## config.mk

```make
export PLATFORM = sky130hd
export DESIGN_NAME = imm_gen_pipe_flat
export DESIGN_NICKNAME = d
export VERILOG_FILES = /design/src/rtl/imm_gen_pipe_pkg.sv /design/src/rtl/imm_gen_pipe_if.sv /design/src/rtl/imm_gen_pipe_extract.sv /design/src/rtl/imm_gen_pipe.sv /design/src/flat_wrapper.sv
export SDC_FILE = /design/constraint.sdc
export NUM_CORES = 1
export LEC_CHECK = 0
export ABC_AREA = 1
export BUFFER_PORTS_ARGS = -buffer_cell sky130_fd_sc_hd__buf_2
export CORE_MARGIN = 3
export CORE_UTILIZATION = 29
export CTS_BUF_LIST = sky130_fd_sc_hd__clkbuf_16
export DETAILED_ROUTE_END_ITERATION = 10
export PLACE_DENSITY_LB_ADDON = 0.1
export SLEW_MARGIN = 0
export SYNTH_ARGS = -nofsm -noshare
export SYNTH_HDL_FRONTEND = slang
export SYNTH_SLANG_ARGS = --single-unit
```

## constraint.sdc

```tcl
create_clock -name clk -period 2.8 [get_ports clk]
set_clock_uncertainty 0.2 [all_clocks]
set_input_delay 0.14 -clock clk [delete_from_list [all_inputs] [get_ports clk]]
set_output_delay 0.14 -clock clk [all_outputs]
set_load 0.01 [all_outputs]
```

## src/rtl/imm_gen_pipe_pkg.sv

```systemverilog
// imm_pkg: immediate-format codes and instruction width shared by the pipeline
package imm_pkg;
  localparam int INSTR_W = 32;
  typedef enum logic [2:0] {IMM_I, IMM_S, IMM_B, IMM_U, IMM_J} imm_src_e;
endpackage

```

## src/rtl/imm_gen_pipe_if.sv

```systemverilog
// imm_gen_pipe_if: handshake, payload and statistics bundle of the immediate pipeline
//   master: producer/consumer side (drives in_*, instr, ImmSrc, out_ready, clr_stats)
//   slave : pipeline side (drives in_ready, out_*, ImmOp, imm_count, illegal_seen)
interface imm_gen_pipe_if import imm_pkg::*; #(
  parameter int DATA_WIDTH = 32,
  parameter int TAG_WIDTH  = 5,
  parameter int CNT_WIDTH  = 16
);
  logic                  in_valid;
  logic                  in_ready;
  logic [INSTR_W-1:0]    instr;
  logic [2:0]            ImmSrc;
  logic [TAG_WIDTH-1:0]  in_tag;
  logic                  out_valid;
  logic                  out_ready;
  logic [DATA_WIDTH-1:0] ImmOp;
  logic [TAG_WIDTH-1:0]  out_tag;
  logic                  out_illegal;
  logic [CNT_WIDTH-1:0]  imm_count;
  logic                  illegal_seen;
  logic                  clr_stats;
  modport master (
    output in_valid, instr, ImmSrc, in_tag, out_ready, clr_stats,
    input  in_ready, out_valid, ImmOp, out_tag, out_illegal, imm_count, illegal_seen
  );
  modport slave (
    input  in_valid, instr, ImmSrc, in_tag, out_ready, clr_stats,
    output in_ready, out_valid, ImmOp, out_tag, out_illegal, imm_count, illegal_seen
  );
endinterface

```

## src/rtl/imm_gen_pipe_extract.sv

```systemverilog
// imm_extract: combinational I/S/B/U/J immediate assembly with sign extension to DATA_WIDTH
//   instr   in  raw instruction word
//   imm_src in  format select, codes above IMM_J are illegal
//   imm     out sign-extended immediate, 0 for illegal codes
//   illegal out imm_src was not a defined format
module imm_extract import imm_pkg::*; #(
  parameter int DATA_WIDTH = 32
) (
  input  logic [INSTR_W-1:0]    instr,
  input  logic [2:0]            imm_src,
  output logic [DATA_WIDTH-1:0] imm,
  output logic                  illegal
);
  logic [31:0] imm32;
  logic        unused_opcode;
  assign unused_opcode = ^instr[6:0];
  // every format is built as a 32-bit signed value first, so widening to RV64 is one sign extension
  always_comb begin
    imm32 = imm_src == IMM_I ? {{20{instr[31]}}, instr[31:20]} :
            imm_src == IMM_S ? {{20{instr[31]}}, instr[31:25], instr[11:7]} :
            imm_src == IMM_B ? {{19{instr[31]}}, instr[31], instr[7], instr[30:25], instr[11:8], 1'b0} :
            imm_src == IMM_U ? {instr[31:12], 12'b0} :
            imm_src == IMM_J ? {{11{instr[31]}}, instr[31], instr[19:12], instr[20], instr[30:21], 1'b0} :
            32'b0;
    illegal = imm_src > 3'(IMM_J);
    imm     = DATA_WIDTH'($signed(imm32));
  end
endmodule

```

## src/rtl/imm_gen_pipe.sv

```systemverilog
// imm_gen_pipe: two-stage valid/ready immediate generator with tag passthrough and saturating stats
//   clk   in  rising-edge clock
//   rst_n in  asynchronous active-low reset, clears all stages and statistics
//   bus   slave modport of imm_gen_pipe_if (input beat, result beat, statistics, clr_stats)
module imm_gen_pipe import imm_pkg::*; #(
  parameter int DATA_WIDTH = 32,
  parameter int TAG_WIDTH  = 5,
  parameter int CNT_WIDTH  = 16
) (
  input logic           clk,
  input logic           rst_n,
  imm_gen_pipe_if.slave bus
);
  logic                  s1_valid, s2_valid, s1_ready, s2_ready, out_fire;
  logic [INSTR_W-1:0]    s1_instr;
  logic [2:0]            s1_src;
  logic [TAG_WIDTH-1:0]  s1_tag, s2_tag;
  logic [DATA_WIDTH-1:0] s2_imm, ext_imm;
  logic                  s2_illegal, ext_illegal;
  logic [CNT_WIDTH-1:0]  count;
  logic                  seen;
  imm_extract #(.DATA_WIDTH(DATA_WIDTH)) u_extract (
    .instr   (s1_instr),
    .imm_src (s1_src),
    .imm     (ext_imm),
    .illegal (ext_illegal)
  );
  assign s2_ready = !s2_valid || bus.out_ready;
  assign s1_ready = !s1_valid || s2_ready;
  assign out_fire = s2_valid && bus.out_ready;
  assign bus.in_ready     = s1_ready;
  assign bus.out_valid    = s2_valid;
  assign bus.ImmOp        = s2_imm;
  assign bus.out_tag      = s2_tag;
  assign bus.out_illegal  = s2_illegal;
  assign bus.imm_count    = count;
  assign bus.illegal_seen = seen;
  always_ff @(posedge clk or negedge rst_n) begin
    if (!rst_n) begin
      s1_valid   <= 1'b0;
      s1_instr   <= '0;
      s1_src     <= '0;
      s1_tag     <= '0;
      s2_valid   <= 1'b0;
      s2_imm     <= '0;
      s2_tag     <= '0;
      s2_illegal <= 1'b0;
    end else begin
      if (s1_ready) s1_valid <= bus.in_valid;
      if (s1_ready && bus.in_valid) begin
        s1_instr <= bus.instr;
        s1_src   <= bus.ImmSrc;
        s1_tag   <= bus.in_tag;
      end
      if (s2_ready) s2_valid <= s1_valid;
      if (s2_ready && s1_valid) begin
        s2_imm     <= ext_imm;
        s2_tag     <= s1_tag;
        s2_illegal <= ext_illegal;
      end
    end
  end
  // clr_stats takes priority over a same-cycle handshake
  always_ff @(posedge clk or negedge rst_n) begin
    if (!rst_n) begin
      count <= '0;
      seen  <= 1'b0;
    end else if (bus.clr_stats) begin
      count <= '0;
      seen  <= 1'b0;
    end else if (out_fire) begin
      count <= &count ? count : count + 1'b1;
      seen  <= seen | s2_illegal;
    end
  end
endmodule

```

## src/flat_wrapper.sv

```systemverilog
// flat-port wrapper written by rule: the top's interface ports become plain ports
module imm_gen_pipe_flat import imm_pkg::*;
#(
  parameter int DATA_WIDTH = 32,
  parameter int TAG_WIDTH  = 5,
  parameter int CNT_WIDTH  = 16
)
  (clk, rst_n, bus_in_valid, bus_instr, bus_ImmSrc, bus_in_tag, bus_out_ready, bus_clr_stats, bus_in_ready, bus_out_valid, bus_ImmOp, bus_out_tag, bus_out_illegal, bus_imm_count, bus_illegal_seen);
  imm_gen_pipe_if #(.DATA_WIDTH(DATA_WIDTH), .TAG_WIDTH(TAG_WIDTH), .CNT_WIDTH(CNT_WIDTH)) bus_i ();
  input logic clk;
  input logic rst_n;
  input wire logic [$bits(bus_i.in_valid)-1:0] bus_in_valid;
  input wire logic [$bits(bus_i.instr)-1:0] bus_instr;
  input wire logic [$bits(bus_i.ImmSrc)-1:0] bus_ImmSrc;
  input wire logic [$bits(bus_i.in_tag)-1:0] bus_in_tag;
  input wire logic [$bits(bus_i.out_ready)-1:0] bus_out_ready;
  input wire logic [$bits(bus_i.clr_stats)-1:0] bus_clr_stats;
  output wire logic [$bits(bus_i.in_ready)-1:0] bus_in_ready;
  output wire logic [$bits(bus_i.out_valid)-1:0] bus_out_valid;
  output wire logic [$bits(bus_i.ImmOp)-1:0] bus_ImmOp;
  output wire logic [$bits(bus_i.out_tag)-1:0] bus_out_tag;
  output wire logic [$bits(bus_i.out_illegal)-1:0] bus_out_illegal;
  output wire logic [$bits(bus_i.imm_count)-1:0] bus_imm_count;
  output wire logic [$bits(bus_i.illegal_seen)-1:0] bus_illegal_seen;
  assign bus_i.in_valid = bus_in_valid;
  assign bus_i.instr = bus_instr;
  assign bus_i.ImmSrc = bus_ImmSrc;
  assign bus_i.in_tag = bus_in_tag;
  assign bus_i.out_ready = bus_out_ready;
  assign bus_i.clr_stats = bus_clr_stats;
  assign bus_in_ready = bus_i.in_ready;
  assign bus_out_valid = bus_i.out_valid;
  assign bus_ImmOp = bus_i.ImmOp;
  assign bus_out_tag = bus_i.out_tag;
  assign bus_out_illegal = bus_i.out_illegal;
  assign bus_imm_count = bus_i.imm_count;
  assign bus_illegal_seen = bus_i.illegal_seen;
  imm_gen_pipe #(.DATA_WIDTH(DATA_WIDTH), .TAG_WIDTH(TAG_WIDTH), .CNT_WIDTH(CNT_WIDTH)) u_core (.clk(clk), .rst_n(rst_n), .bus(bus_i));
endmodule
```

==> run summary <==
DR vias/cell: 4.468
H-Tree Depth: 3
Endpoints failing hold: 0
Worst vdd ir: 0.0004325 V
Synth cell count leaders: nand2_1, dfrtp_1, nor2_1
Post-synth EDFFs: 0
Number of global-route vias before repair: 3,521
Initial Util: 30.01%
Syn avg cell area: 8.819 um2
Critical-path cell list: dlygate4sd3_1 > buf_2 > inv_1 > nand2_1 > nand2_1 > inv_2 > o21ai_1 > o31ai_1
Ant diodes: 0
Post-synth cell types: 32
Cell mode on critical path: nand2_1
Area of the multi-input gates: 0.001541 mm2
Row cnt: 42
Slew Viols, Final: 0
GP Congestion: 0.7951
RSZ-0062 raised after global routing: false
Critical path fanouts, max: 19
Area of the core: 0.01340 mm2
Status: finished, final reports clean
Relative slew slack: 33.92%
Top-area cell type share of the netlist area: 56.00%
DP HPWL: 7335 um
Mapped Cells: 456
CTS tree: yes
Final worst-path cycle share: 77.25%
Filler instances: 1,378
Largest net degree at the start of global routing: 49
GRT overflow: 0
Area leader, netlist: dfrtp_1
Tmin final: 2.163 ns
Setup TNS: 0 ns
Synth Register Bits: 90
Synthesized net count: 502
Initial antenna violation count: 0
Die Span X: 123.8 um
Critical Path RT: 2.84 ns
TritonCTS sink count: 90
Drt pass-1 iters: 4
Top cells by area, synth: dfrtp_1, nand2_1, nor2_1, a21oi_1, mux2_2
First-pass GRT wire length: 17,720 um
Root buffer cell: clkbuf_16
CP arrival: 2.21 ns
Share of cells above drive strength 1: 24.92%
Routed Antenna Nets: 0
Fmax: 0.4623 GHz
Remaining DRCs: 0
Clk_lat worst skew: 0.34 ns
Final core utilization: 40.09%
DRT iter0 DRCs: 159
Crit-path max cell delay: 0.52 ns
Synth Flop Type: dfrtp_1
Cell Pwr Density: 736.1 mW/mm2
Register Area: 0.002252 mm2
Die ar.: 0.01532 mm2
Clk buf depth: 2
Via count: 3,440
GR Util All Layers: 15.15%
Critical path endpoint category: flip-flop
Max cap viols: 0
Ys async rst share: 100.0%
Top-count cell post-synth: nand2_1
Setup crit start kind: input pin
Sequential area share after synthesis: 56.00%
Drt total wl: 10,740 um
Final setup violation count: 0
Hold WC Path Type: in2async
Critical path class: in2reg
Slew of the pin with the lowest slew margin: 0.9911 ns
Clk pin slew, worst setup/hold paths: 0.06 ns
Routed length per instance: 13.95 um
Ys Warns: 0
CTS buffer count: 9
Static Leak: 0.002679 uW
Port bufs: 94
Fin nets: 635
Synth Cell Area: 0.004021 mm2
Io pins: 102
Crit path max-delay cell type: dlygate4sd3_1
Die Y: 123.8 um
P&R area growth vs syn: 33.60%
==> cell families after synthesis <==
| logic type | count (synthesis) | share of synthesized area [%] |
|---|---|---|
| AND/OR/NAND/NOR | 213 | 22.06 |
| flip-flops | 90 | 56.00 |
| AO/OA/AOI/OAI | 82 | 11.33 |
| buffers and inverters | 53 | 5.725 |
| multiplexers | 14 | 3.920 |
| XOR/XNOR | 3 | 0.6535 |
| adder cells (fa/ha/maj) | 1 | 0.3111 |
==> path summary, 6_finish.rpt <==
path,slack [ns],depth (start not counted),endpoint,start
max,0.64,8,u_core.bus.ImmOp[6],bus_out_ready
min,0.17,2,u_core.bus.ImmOp[28],rst_n
min in group clk,0.27,2,u_core.bus.out_tag[4],u_core.s1_tag[4]
max in group asynchronous,1.58,3,u_core.s1_instr[14],rst_n
max reg2reg,0.66,5,u_core.bus.ImmOp[6],u_core.bus.out_valid
min reg2reg,0.27,2,u_core.bus.out_tag[4],u_core.s1_tag[4]
==> layout by cell type (no fill, tap or decap), types with 3 or more instances in the layout <==
cell and n:
o21ai_0 19, o31ai_1 6, nor2_1 51, dlygate4sd3_1 37, buf_4 7, nand3_1 25, inv_1 36, or2_2 3
o21ai_1 8, clkbuf_16 9, nand4_1 3, a21oi_1 37, nand2_1 119, xor2_1 3, buf_2 93, o21bai_1 3
o21ai_2 3, dfrtp_1 90, nand2_2 6, inv_2 3, mux2_2 14
==> report_power, final <==
| part | switching [uW] | total, uW | internal [uW] |
|---|---|---|---|
| Combinational | 559 | 939 | 380 |
| Sequential | 156 | 1730 | 1570 |
| Clock | 514 | 1290 | 774 |
| Total | 1230 | 3960 | 2730 |
==> what timing repair did <==
item,4_1_cts,5_1_grt
resized for setup,0,0
setup endpoints to repair,0,0
hold buffers,37,0
buffers inserted,0,0
hold endpoints to repair,83,0
==> sequential cells by signal, indices dropped and copies added (netlist names) <==
| register | flops |
|---|---|
| u_core.s1_src | 3 |
| u_core.s1_tag | 5 |
| u_core.s1_valid | 1 |
| u_core.bus.illegal_seen | 1 |
| u_core.bus.out_tag | 5 |
| u_core.bus.imm_count | 16 |
| u_core.bus.ImmOp | 32 |
| u_core.bus.out_valid | 1 |
| u_core.bus.out_illegal | 1 |
| u_core.s1_instr | 25 |
==> cell type report <==
class	count	area share, %
Clock buffer	9	4.192
Sequential cell	90	41.92
Inverter	37	2.585
Tap cell	176	4.099
Multi-Input combinational cell	313	28.69
Clock inverter	7	1.607
Timing Repair Buffer	138	16.91
==> metal layers <==
metal / vias up / global-route usage [%] / part of all wire (%)
met5: - / 0 / 0
met4: 0 / 4.291 / 0.95
met3: 5 / 4.995 / 5.9
met2: 80 / 24.87 / 48
met1: 1613 / 19.08 / 45
li1: 1742 / - / -
==> worst max-delay path, delay by kind of cell <==
| kind | cells | cell delay, ns |
|---|---|---|
| AOI/OAI and AO/OA | 2 | 0.71 |
| buffers and inverters | 4 | 1.08 |
| and+or+nand+nor | 2 | 0.28 |
==> stage by stage <==
step           hold WS (ns)  total power [uW]  setup slack (ns)  std cells  instance area [um2]
2_1_floorplan       -0.3556              2247             1.060        456                 4021
3_3_place_gp        0.02254              2649            0.6852        717                 4691
3_5_place_dp        0.02643              2667            0.6345        717                 4691
4_1_cts              0.1974              4033            0.6046        770                 5373
5_1_grt              0.2290              4231            0.4110        770                 5373
6_report             0.1688              3955            0.6370        770                 5373
No activity file was read; power rests on OpenSTA's default activity.
